--- src/rtl/event_timestamper_mc.sv ---
// Multi-channel event timestamper: pairs start/end events per ID, measures the
// cycle delta, optionally expires stale IDs, and queues result records in a FIFO.
module event_timestamper_mc #(
    parameter int              ID_W       = 4,
    parameter int              TS_W       = 64,
    parameter int              FIFO_DEPTH = 8,
    parameter logic [TS_W-1:0] TIMEOUT    = '0
) (
    input  logic            clk,
    input  logic            rst,
    input  logic            start_valid,
    output logic            start_ready,
    input  logic [ID_W-1:0] start_id,
    input  logic            end_valid,
    output logic            end_ready,
    input  logic [ID_W-1:0] end_id,
    output logic            out_valid,
    input  logic            out_ready,
    output logic [ID_W-1:0] out_id,
    output logic [TS_W-1:0] out_start_ts,
    output logic [TS_W-1:0] out_end_ts,
    output logic [TS_W-1:0] out_ts,
    output logic [1:0]      out_status,
    output logic [ID_W:0]   active_cnt
);

    localparam int             DEPTH      = 2 ** ID_W;
    localparam int             AW         = $clog2(FIFO_DEPTH);
    localparam logic [AW:0]    FULL_CNT   = (AW + 1)'(FIFO_DEPTH);
    localparam logic [1:0]     ST_OK      = 2'b00;
    localparam logic [1:0]     ST_TIMEOUT = 2'b01;
    localparam logic [1:0]     ST_ORPHAN  = 2'b10;

    logic [TS_W-1:0] r_cnt;
    logic [DEPTH-1:0] r_active;
    logic [TS_W-1:0] r_startTs [DEPTH];
    logic [ID_W-1:0] r_scanIdx;
    logic [ID_W:0]   r_activeCnt;

    logic [ID_W-1:0] r_fifoId     [FIFO_DEPTH];
    logic [TS_W-1:0] r_fifoStart  [FIFO_DEPTH];
    logic [TS_W-1:0] r_fifoEnd    [FIFO_DEPTH];
    logic [TS_W-1:0] r_fifoDelta  [FIFO_DEPTH];
    logic [1:0]      r_fifoStatus [FIFO_DEPTH];
    logic [AW-1:0]   r_wrPtr;
    logic [AW-1:0]   r_rdPtr;
    logic [AW:0]     r_count;

    logic            w_full;
    logic            w_startFire;
    logic            w_endFire;
    logic            w_endActive;
    logic            w_endClear;
    logic            w_pop;
    logic [TS_W-1:0] w_scanAge;
    logic            w_expireCand;
    logic            w_expire;
    logic            w_scanAdvance;

    logic            w_push;
    logic [ID_W-1:0] w_pushId;
    logic [TS_W-1:0] w_pushStart;
    logic [TS_W-1:0] w_pushEnd;
    logic [TS_W-1:0] w_pushDelta;
    logic [1:0]      w_pushStatus;

    // A start on the same ID as a concurrent end is held off so the end closes the old interval first.
    assign w_full      = (r_count == FULL_CNT);
    assign start_ready = !rst && !r_active[start_id] && !(end_valid && (end_id == start_id));
    assign end_ready   = !rst && !w_full;
    assign w_startFire = start_valid && start_ready;
    assign w_endFire   = end_valid && end_ready;
    assign w_endActive = r_active[end_id];
    assign w_endClear  = w_endFire && w_endActive;
    assign w_pop       = (r_count != '0) && out_ready;

    // A blocked expiry keeps the scanner parked on the entry until it can be pushed.
    assign w_scanAge     = r_cnt - r_startTs[r_scanIdx];
    assign w_expireCand  = (TIMEOUT != '0) && r_active[r_scanIdx] && (w_scanAge >= TIMEOUT);
    assign w_expire      = w_expireCand && !w_endFire && !w_full &&
                           !(end_valid && (end_id == r_scanIdx));
    assign w_scanAdvance = (TIMEOUT != '0) && (!w_expireCand || w_expire);

    always_comb begin
        w_push       = 1'b0;
        w_pushId     = '0;
        w_pushStart  = '0;
        w_pushEnd    = '0;
        w_pushDelta  = '0;
        w_pushStatus = ST_OK;
        if (w_endFire) begin
            w_push    = 1'b1;
            w_pushId  = end_id;
            w_pushEnd = r_cnt;
            if (w_endActive) begin
                w_pushStart  = r_startTs[end_id];
                w_pushDelta  = r_cnt - r_startTs[end_id];
                w_pushStatus = ST_OK;
            end else begin
                w_pushStatus = ST_ORPHAN;
            end
        end else if (w_expire) begin
            w_push       = 1'b1;
            w_pushId     = r_scanIdx;
            w_pushStart  = r_startTs[r_scanIdx];
            w_pushEnd    = r_cnt;
            w_pushDelta  = w_scanAge;
            w_pushStatus = ST_TIMEOUT;
        end
    end

    always_ff @(posedge clk) begin
        if (rst) begin
            r_cnt       <= '0;
            r_active    <= '0;
            r_scanIdx   <= '0;
            r_activeCnt <= '0;
        end else begin
            r_cnt <= r_cnt + 1'b1;
            if (w_endClear) r_active[end_id] <= 1'b0;
            if (w_expire) r_active[r_scanIdx] <= 1'b0;
            if (w_startFire) r_active[start_id] <= 1'b1;
            if (w_scanAdvance) r_scanIdx <= r_scanIdx + 1'b1;
            r_activeCnt <= r_activeCnt + (ID_W + 1)'(w_startFire)
                           - (ID_W + 1)'(w_endClear) - (ID_W + 1)'(w_expire);
        end
    end

    always_ff @(posedge clk) begin
        if (w_startFire) r_startTs[start_id] <= r_cnt;
    end

    always_ff @(posedge clk) begin
        if (rst) begin
            r_wrPtr <= '0;
            r_rdPtr <= '0;
            r_count <= '0;
        end else begin
            if (w_push) r_wrPtr <= r_wrPtr + 1'b1;
            if (w_pop) r_rdPtr <= r_rdPtr + 1'b1;
            r_count <= r_count + (AW + 1)'(w_push) - (AW + 1)'(w_pop);
        end
    end

    always_ff @(posedge clk) begin
        if (w_push) begin
            r_fifoId[r_wrPtr]     <= w_pushId;
            r_fifoStart[r_wrPtr]  <= w_pushStart;
            r_fifoEnd[r_wrPtr]    <= w_pushEnd;
            r_fifoDelta[r_wrPtr]  <= w_pushDelta;
            r_fifoStatus[r_wrPtr] <= w_pushStatus;
        end
    end

    // Data is forced to zero while empty so reset leaves the record outputs clean.
    assign out_valid    = (r_count != '0);
    assign out_id       = out_valid ? r_fifoId[r_rdPtr]     : '0;
    assign out_start_ts = out_valid ? r_fifoStart[r_rdPtr]  : '0;
    assign out_end_ts   = out_valid ? r_fifoEnd[r_rdPtr]    : '0;
    assign out_ts       = out_valid ? r_fifoDelta[r_rdPtr]  : '0;
    assign out_status   = out_valid ? r_fifoStatus[r_rdPtr] : 2'b00;
    assign active_cnt   = r_activeCnt;

endmodule

--- config.mk ---
export PLATFORM = sky130hd
export DESIGN_NAME = event_timestamper_mc
export DESIGN_NICKNAME = d
export VERILOG_FILES = /design/src/rtl/event_timestamper_mc.sv
export SDC_FILE = /design/constraint.sdc
export NUM_CORES = 2
export LEC_CHECK = 0
export ABC_CLOCK_PERIOD_IN_PS = 32200
export CORE_MARGIN = 10
export CORE_UTILIZATION = 50
export CTS_CLUSTER_DIAMETER = 50
export DETAILED_ROUTE_END_ITERATION = 16
export PLACE_DENSITY_LB_ADDON = 0.05
export RECOVER_POWER = 50
export SLEW_MARGIN = 40
export SYNTH_ARGS = -nofsm -noshare
export SYNTH_HDL_FRONTEND = slang
export SYNTH_SLANG_ARGS = --single-unit
export TNS_END_PERCENT = 100
--- constraint.sdc ---
create_clock -name clk -period 32.2 [get_ports clk]
set_input_delay 6.44 -clock clk [delete_from_list [all_inputs] [get_ports clk]]
set_output_delay 6.44 -clock clk [all_outputs]
set_load 0.1 [all_outputs]
== Yosys cells after proc, flatten, opt, wreduce, memory -nomap -nowiden ==
Memory sizes are Yosys's and may differ from the RTL's. A register that Yosys moved wholly into a read port is not among the register bits.
Index checks and enable logic that the tools add are counted.
Storage, ports and cells
  memory bits (writable): 2608
  input port bits: 13
  memories kept: 6
  output and inout bits: 206
  word-level logic and storage cells: 83
  flip-flop bits (word level): 95
  bits in latches: 0
  bits in read-only memories: 0
Operators by class
  shift-type cells: 0
  bitwise logic cells: 3
  reduce and logical (&&, ||, !) cells: 15
  multiplexer cells: 39
  equal/unequal tests: 2
  $add $sub $neg: 8
  div/mod/pow operators: 0
  $lt $le $gt $ge: 4
  multiply operators: 0
Memories
  r_startTs: words 16, width 64, rd ports 1, clocked after Yosys merged registers in 0, write ports 1, RTL line 36  | logic [TS_W-1:0] r_startTs [DEPTH];
  r_fifoDelta: words 8, width 64, rd ports 1, clocked after Yosys merged registers in 1, write ports 1, RTL line 43  | logic [TS_W-1:0] r_fifoDelta [FIFO_DEPTH];
  r_fifoEnd: words 8, width 64, rd ports 1, clocked after Yosys merged registers in 1, write ports 1, RTL line 42  | logic [TS_W-1:0] r_fifoEnd [FIFO_DEPTH];
  r_fifoStart: words 8, width 64, rd ports 1, clocked after Yosys merged registers in 1, write ports 1, RTL line 41  | logic [TS_W-1:0] r_fifoStart [FIFO_DEPTH];
  r_fifoId: words 8, width 4, rd ports 1, clocked after Yosys merged registers in 1, write ports 1, RTL line 40  | logic [ID_W-1:0] r_fifoId [FIFO_DEPTH];
  r_fifoStatus: words 8, width 2, rd ports 1, clocked after Yosys merged registers in 1, write ports 1, RTL line 44  | logic [1:0] r_fifoStatus [FIFO_DEPTH];
Operators by type and width (number)
  $mux 64: 8
  $add 64x1->64 const B: 1
  $sub 64x64->64: 1
  $mux 16: 3
  $mux 3: 10
  $and 16x16->16: 1
  $not 16->16: 1
  $or 16x16->16: 1
  $logic_and 1x1->1: 10
  $lt 4x5->1 const B: 2
  $mux 1: 9
  $bmux 1 s4: 2
  $demux 1 s4: 2
  $ge 4x1->1 const B: 2
  $mux 4: 2
  $add 3x1->3 const B: 2
  $mux 2: 3
  $add 5x1->5: 1
  $sub 5x1->5: 1
  $add 4x1->4: 1
  $eq 4x4->1: 1
  $eq 4x4->1 const B: 1
  $logic_not 1->1: 4
  $reduce_bool 4->1: 1
  $sub 4x1->4: 1

== Logic depth before layout (Yosys ltp) ==
  depth in word-level cells: 10
  mapped depth: 18
  gate-level depth less buffers: 16

== Worst setup path after synthesis ==
Ideal clock, no wire load.
  path type: in2reg
  from: input port rst
  to: memory r_fifoDelta[1][0], enable pin
  required time: 30.894 ns
  arrival time: 27.431 ns
  stages on the path: 6
  path slack: 3.463 ns
  path buffers: 2
  cell sequence: clkbuf_1 > a21oi_1 > and2_1 > clkbuf_1 > inv_1 > nor4b_1
Between the ends
  word-level cells in the longest chain between the ends: 6
RTL lines
  start: declaration: RTL line 10  | input logic rst,
  $logic_not 1->1: RTL line 70  | assign end_ready = !rst && !w_full;
  $logic_and 1x1->1: RTL line 70
  $logic_and 1x1->1: RTL line 72  | assign w_endFire = end_valid && end_ready;
  $mux 1: RTL line 91  | if (w_endFire) begin
  $mux 1: RTL line 146  | if (w_push) begin
  $mux 1 (not written as such): RTL line 150  | r_fifoDelta[r_wrPtr] <= w_pushDelta;
  end: declaration: RTL line 43
No other way between the ends.

== Worst setup path in the final report ==
  from: input port rst
  to: memory r_fifoEnd[7][38], enable pin
Between the ends
  word-level cells in the longest chain between the ends: 6
RTL lines
  $logic_not 1->1: RTL line 70
  $logic_and 1x1->1: RTL line 70
  $logic_and 1x1->1: RTL line 72
  $mux 1: RTL line 91
  $mux 1: RTL line 146
  $mux 1 (not written as such): RTL line 149  | r_fifoEnd[r_wrPtr] <= w_pushEnd;
  end: declaration: RTL line 42
No other way between the ends.

==> implementation parameters <==
Parameter                              Value

Run status
  Result of the run ... finished with violations
  Violations in the final reports ... max-capacitance violations, max-slew violations

Worst hold path
  Path category of the worst min-delay check ... reg -> reg

Finish
  Final cell area excluding filler cells ... 0.122 sq mm
  Number of fillers in the final layout ... 16026
  Commonest non-fill, non-tap cells in the layout ... edfxtp_1, mux4_2, nor2_1
  Sequential cell area ... 0.0800 sq mm
  Area taken by multi-input logic gates ... 0.0264 sq mm
  Final layout net count ... 5867
  Most common library cell in the layout ignoring fill and taps ... edfxtp_1
  Share of post-route cells with drive strength above 1 ... 0.247
  Area growth from synthesis to final layout ... 13.2%

Power and ir drop
  Leakage power figure ... 0.0408 uW
  Peak VDD IR ... 0.0000810 V
  Power density normalized to cell area ... 77.4 mW/mm^2

Place
  Total of buffers placed on input and output ports ... 217
  Hpwl dp ... 164000 um
  Placed cell areas ... 0.113 sq mm
  Weighted congestion at the end of routability-driven global placement ... 0.846

Setup path
  Slowest cell delay on critical path ... 3.85 ns
  Worst-path fanout max ... 69
  Worst path arrival time ... 19.86 ns
  Critical-path cell list ... clkbuf_1 -> a21oi_1 -> clkbuf_1 -> and2_0 -> nand2_1 -> nor2_4 -> clkbuf_1 -> clkbuf_1 -> clkbuf_1 -> buf_4
  Worst path slowest cell ... clkbuf_1
  Critical Path Sink Type ... flop
  Kind of launch point of the worst setup path ... primary input
  Crit path top cell by count ... clkbuf_1
  Worst setup path class ... in -> reg
  Worst Path Required ... 32.70 ns

Die
  DIE AREA ... 0.235 sq mm
  Starting density of the core ... 0.503
  Total number of placement rows ... 170
  Placeable core region ... 0.215 sq mm
  Die Y ... 485 um
  Die width ... 485 um
  I/O Pins ... 219

Clocking
  Post-CTS Hold Buffers ... 0
  Number of buffers created by CTS ... 307
  Clock-pin transition on the worst setup and hold timing paths ... 0.06 ns
  Depth of the CTS H-tree ... 5
  Number of clock sinks ... 2698
  Clk buf depth ... 4
  Clock latency on the worst-skew pair ... 0.92 ns
  Post-cts gate resize count ... 0
  Clock tree root driver cell ... clkbuf_16
  Buffers inserted during post-CTS setup optimization ... 0
  TritonCTS clock tree ... yes

Synthesis
  Share of flip-flops with an asynchronous set or reset ... 0
  Most common flop cell mapped by yosys ... edfxtp_1
  Count of yosys warnings during synthesis ... 0
  Synthesized cell area ... 0.108 sq mm
  Flops & latches, synth ... 2698
  Distinct cell type count after synthesis ... 78
  Net count of the mapped netlist ... 5481
  Library cell occupying the most area in the post-synthesis netlist ... edfxtp_1
  Share of the yosys chip area belonging to registers ... 0.742
  Area share of the largest cell type after synthesis ... 0.724
  Count of flip-flops with a built-in enable after synthesis ... 2600
  Instance count of the mapped netlist ... 5373
  Cell types with the largest area share after synthesis ... edfxtp_1, mux4_2, mux2i_1
  Syn_area_per_cell ... 20.1 sq um

GRT
  Total gr overflow ... 0
  Met2 capacity usage during global routing ... 0.363
  Wire length of the first global-routing pass ... 404000 um
  Busiest metal layer after global routing ... met2
  Antenna violations before repair ... 20
  Met3 usage in global routing ... 0.0359
  Total global routing track utilization ... 0.236
  Largest net degree at the start of global routing ... 128
  Number of global-route vias before repair ... 55163
  Met1 capacity usage during global routing ... 0.358

Timing
  RSZ-0062 raised after global routing ... no
  Largest clock skew in the final design ... 0.0480 ns
  Headroom to the max-slew limit ... -4.45
  Final Critical Period ... 19.36 ns
  Peak Freq ... 0.0516 GHz
  Final setup TNS ... 0 ns
  Actual slew at the worst max-slew pin ... 8.17 ns
  Number of slew-limit violations in the final report ... 1344
  Period utilisation layout ... 0.601
  Finish-stage setup viols ... 0
  Final Hold Viols ... 0

Detailed routing
  Final routed wire length divided by cell count ... 31.9 um
  Iteration count of the initial detailed-routing pass ... 5
  DRC ... 0
  Routed via count ... 54597
  Number of routed nets with antenna violations ... 0
  Total wirelength of the detailed-routed design ... 282000 um
  Detail-routed via count per cell ... 6.19
  DRC marker count from the first detailed-route iteration ... 5994

Flow run
  Max-Cap Viols ... 31
Yosys cell counts (6+ instances only):
| library cell | number |
|---|---|
| dfxtp_1 | 98 |
| or3_1 | 24 |
| o21a_1 | 18 |
| ha_1 | 92 |
| xor2_1 | 54 |
| o211ai_1 | 7 |
| nand4_1 | 31 |
| nor3b_1 | 6 |
| clkbuf_1 | 156 |
| mux2i_1 | 204 |
| o21ai_0 | 76 |
| nor3_1 | 28 |
| edfxtp_1 | 2600 |
| xnor2_1 | 44 |
| a211oi_1 | 10 |
| buf_1 | 86 |
| o21bai_1 | 15 |
| and2_1 | 9 |
| nand3_1 | 40 |
| and4_1 | 12 |
| buf_2 | 31 |
| and3_1 | 75 |
| nor2_1 | 419 |
| nor2b_1 | 7 |
| nand2b_1 | 10 |
| inv_1 | 127 |
| mux4_2 | 723 |
| nand2_1 | 123 |
| a21o_1 | 26 |
| a21oi_1 | 139 |
per-layer routing:
metal / wire [um] / vias to the layer above
li1: - / 22713
met1: 125000 / 29487
met2: 131000 / 1976
met3: 19000 / 417
met4: 6440 / 4
met5: 27 / -
final timing paths:
path / startpoint / endpoint / slack (ns) / cells past startpoint
worst max-delay path: rst / r_fifoEnd[7][38] / 12.84 / 10
worst min-delay path: r_active[0] / r_active[0] / 0.50 / 2
worst max register to register: r_count[2] / r_fifoEnd[7][38] / 18.43 / 11
worst min register to register: r_active[0] / r_active[0] / 0.50 / 2
report_power, final:
group	total, uW	internal [uW]	switching (uW)
logic	2280	542	1740
clock network	3290	1940	1350
registers	3890	3860	30.9
through the flow:
| step | hold WS (ns) | std cells | total power, uW | worst slack, ns | util |
|---|---|---|---|---|---|
| after floorplan | 0.461 | 5373 | 5820 | 3.46 | - |
| after global placement | 0.486 | 8274 | 6400 | 16.27 | 0.530 |
| after detailed placement | 0.487 | 8282 | 6280 | 17.06 | 0.527 |
| after CTS | 0.496 | 8806 | 9550 | 17.03 | 0.570 |
| after global routing | 0.524 | 8815 | 9770 | 12.01 | 0.569 |
| final | 0.501 | 8818 | 9460 | 12.84 | 0.569 |
kinds of logic after synthesis:
kind of cell | Yosys count | share of synthesized area
fa+ha+maj | 95 | 0.0112
xor+xnor | 98 | 0.00796
other cells | 1 | 0.0000348
flops | 2698 | 0.742
buf+inv | 404 | 0.0145
mux | 927 | 0.170
compound gates | 335 | 0.0193
simple gates | 815 | 0.0353
final cells by class:
cell class	count	share of cell area
sequential	2698	0.655
multi-input combinational	2271	0.216
clock buffer	383	0.0667
tap	2838	0.0291
timing repair buffer	352	0.0183
clock inverter	141	0.0102
inverter	129	0.00431
antenna	6	0.000123
worst max-delay path, delay by kind of cell:
kind / cells / cell delay, ns
buffers and inverters: 6 / 11.53
and+or+nand+nor: 3 / 1.07
AOI/OAI and AO/OA: 1 / 0.55
sequential cells by signal, indices dropped and copies added (netlist names), named ones only:
register      count
r_fifoId         32
r_active         16
r_startTs      1024
r_fifoDelta     512
r_fifoStart     512
active_cnt        5
r_fifoStatus      8
r_count           4
r_fifoEnd       512
r_wrPtr           3
r_cnt            64
r_rdPtr           3
(Power assumes the default switching activity.)
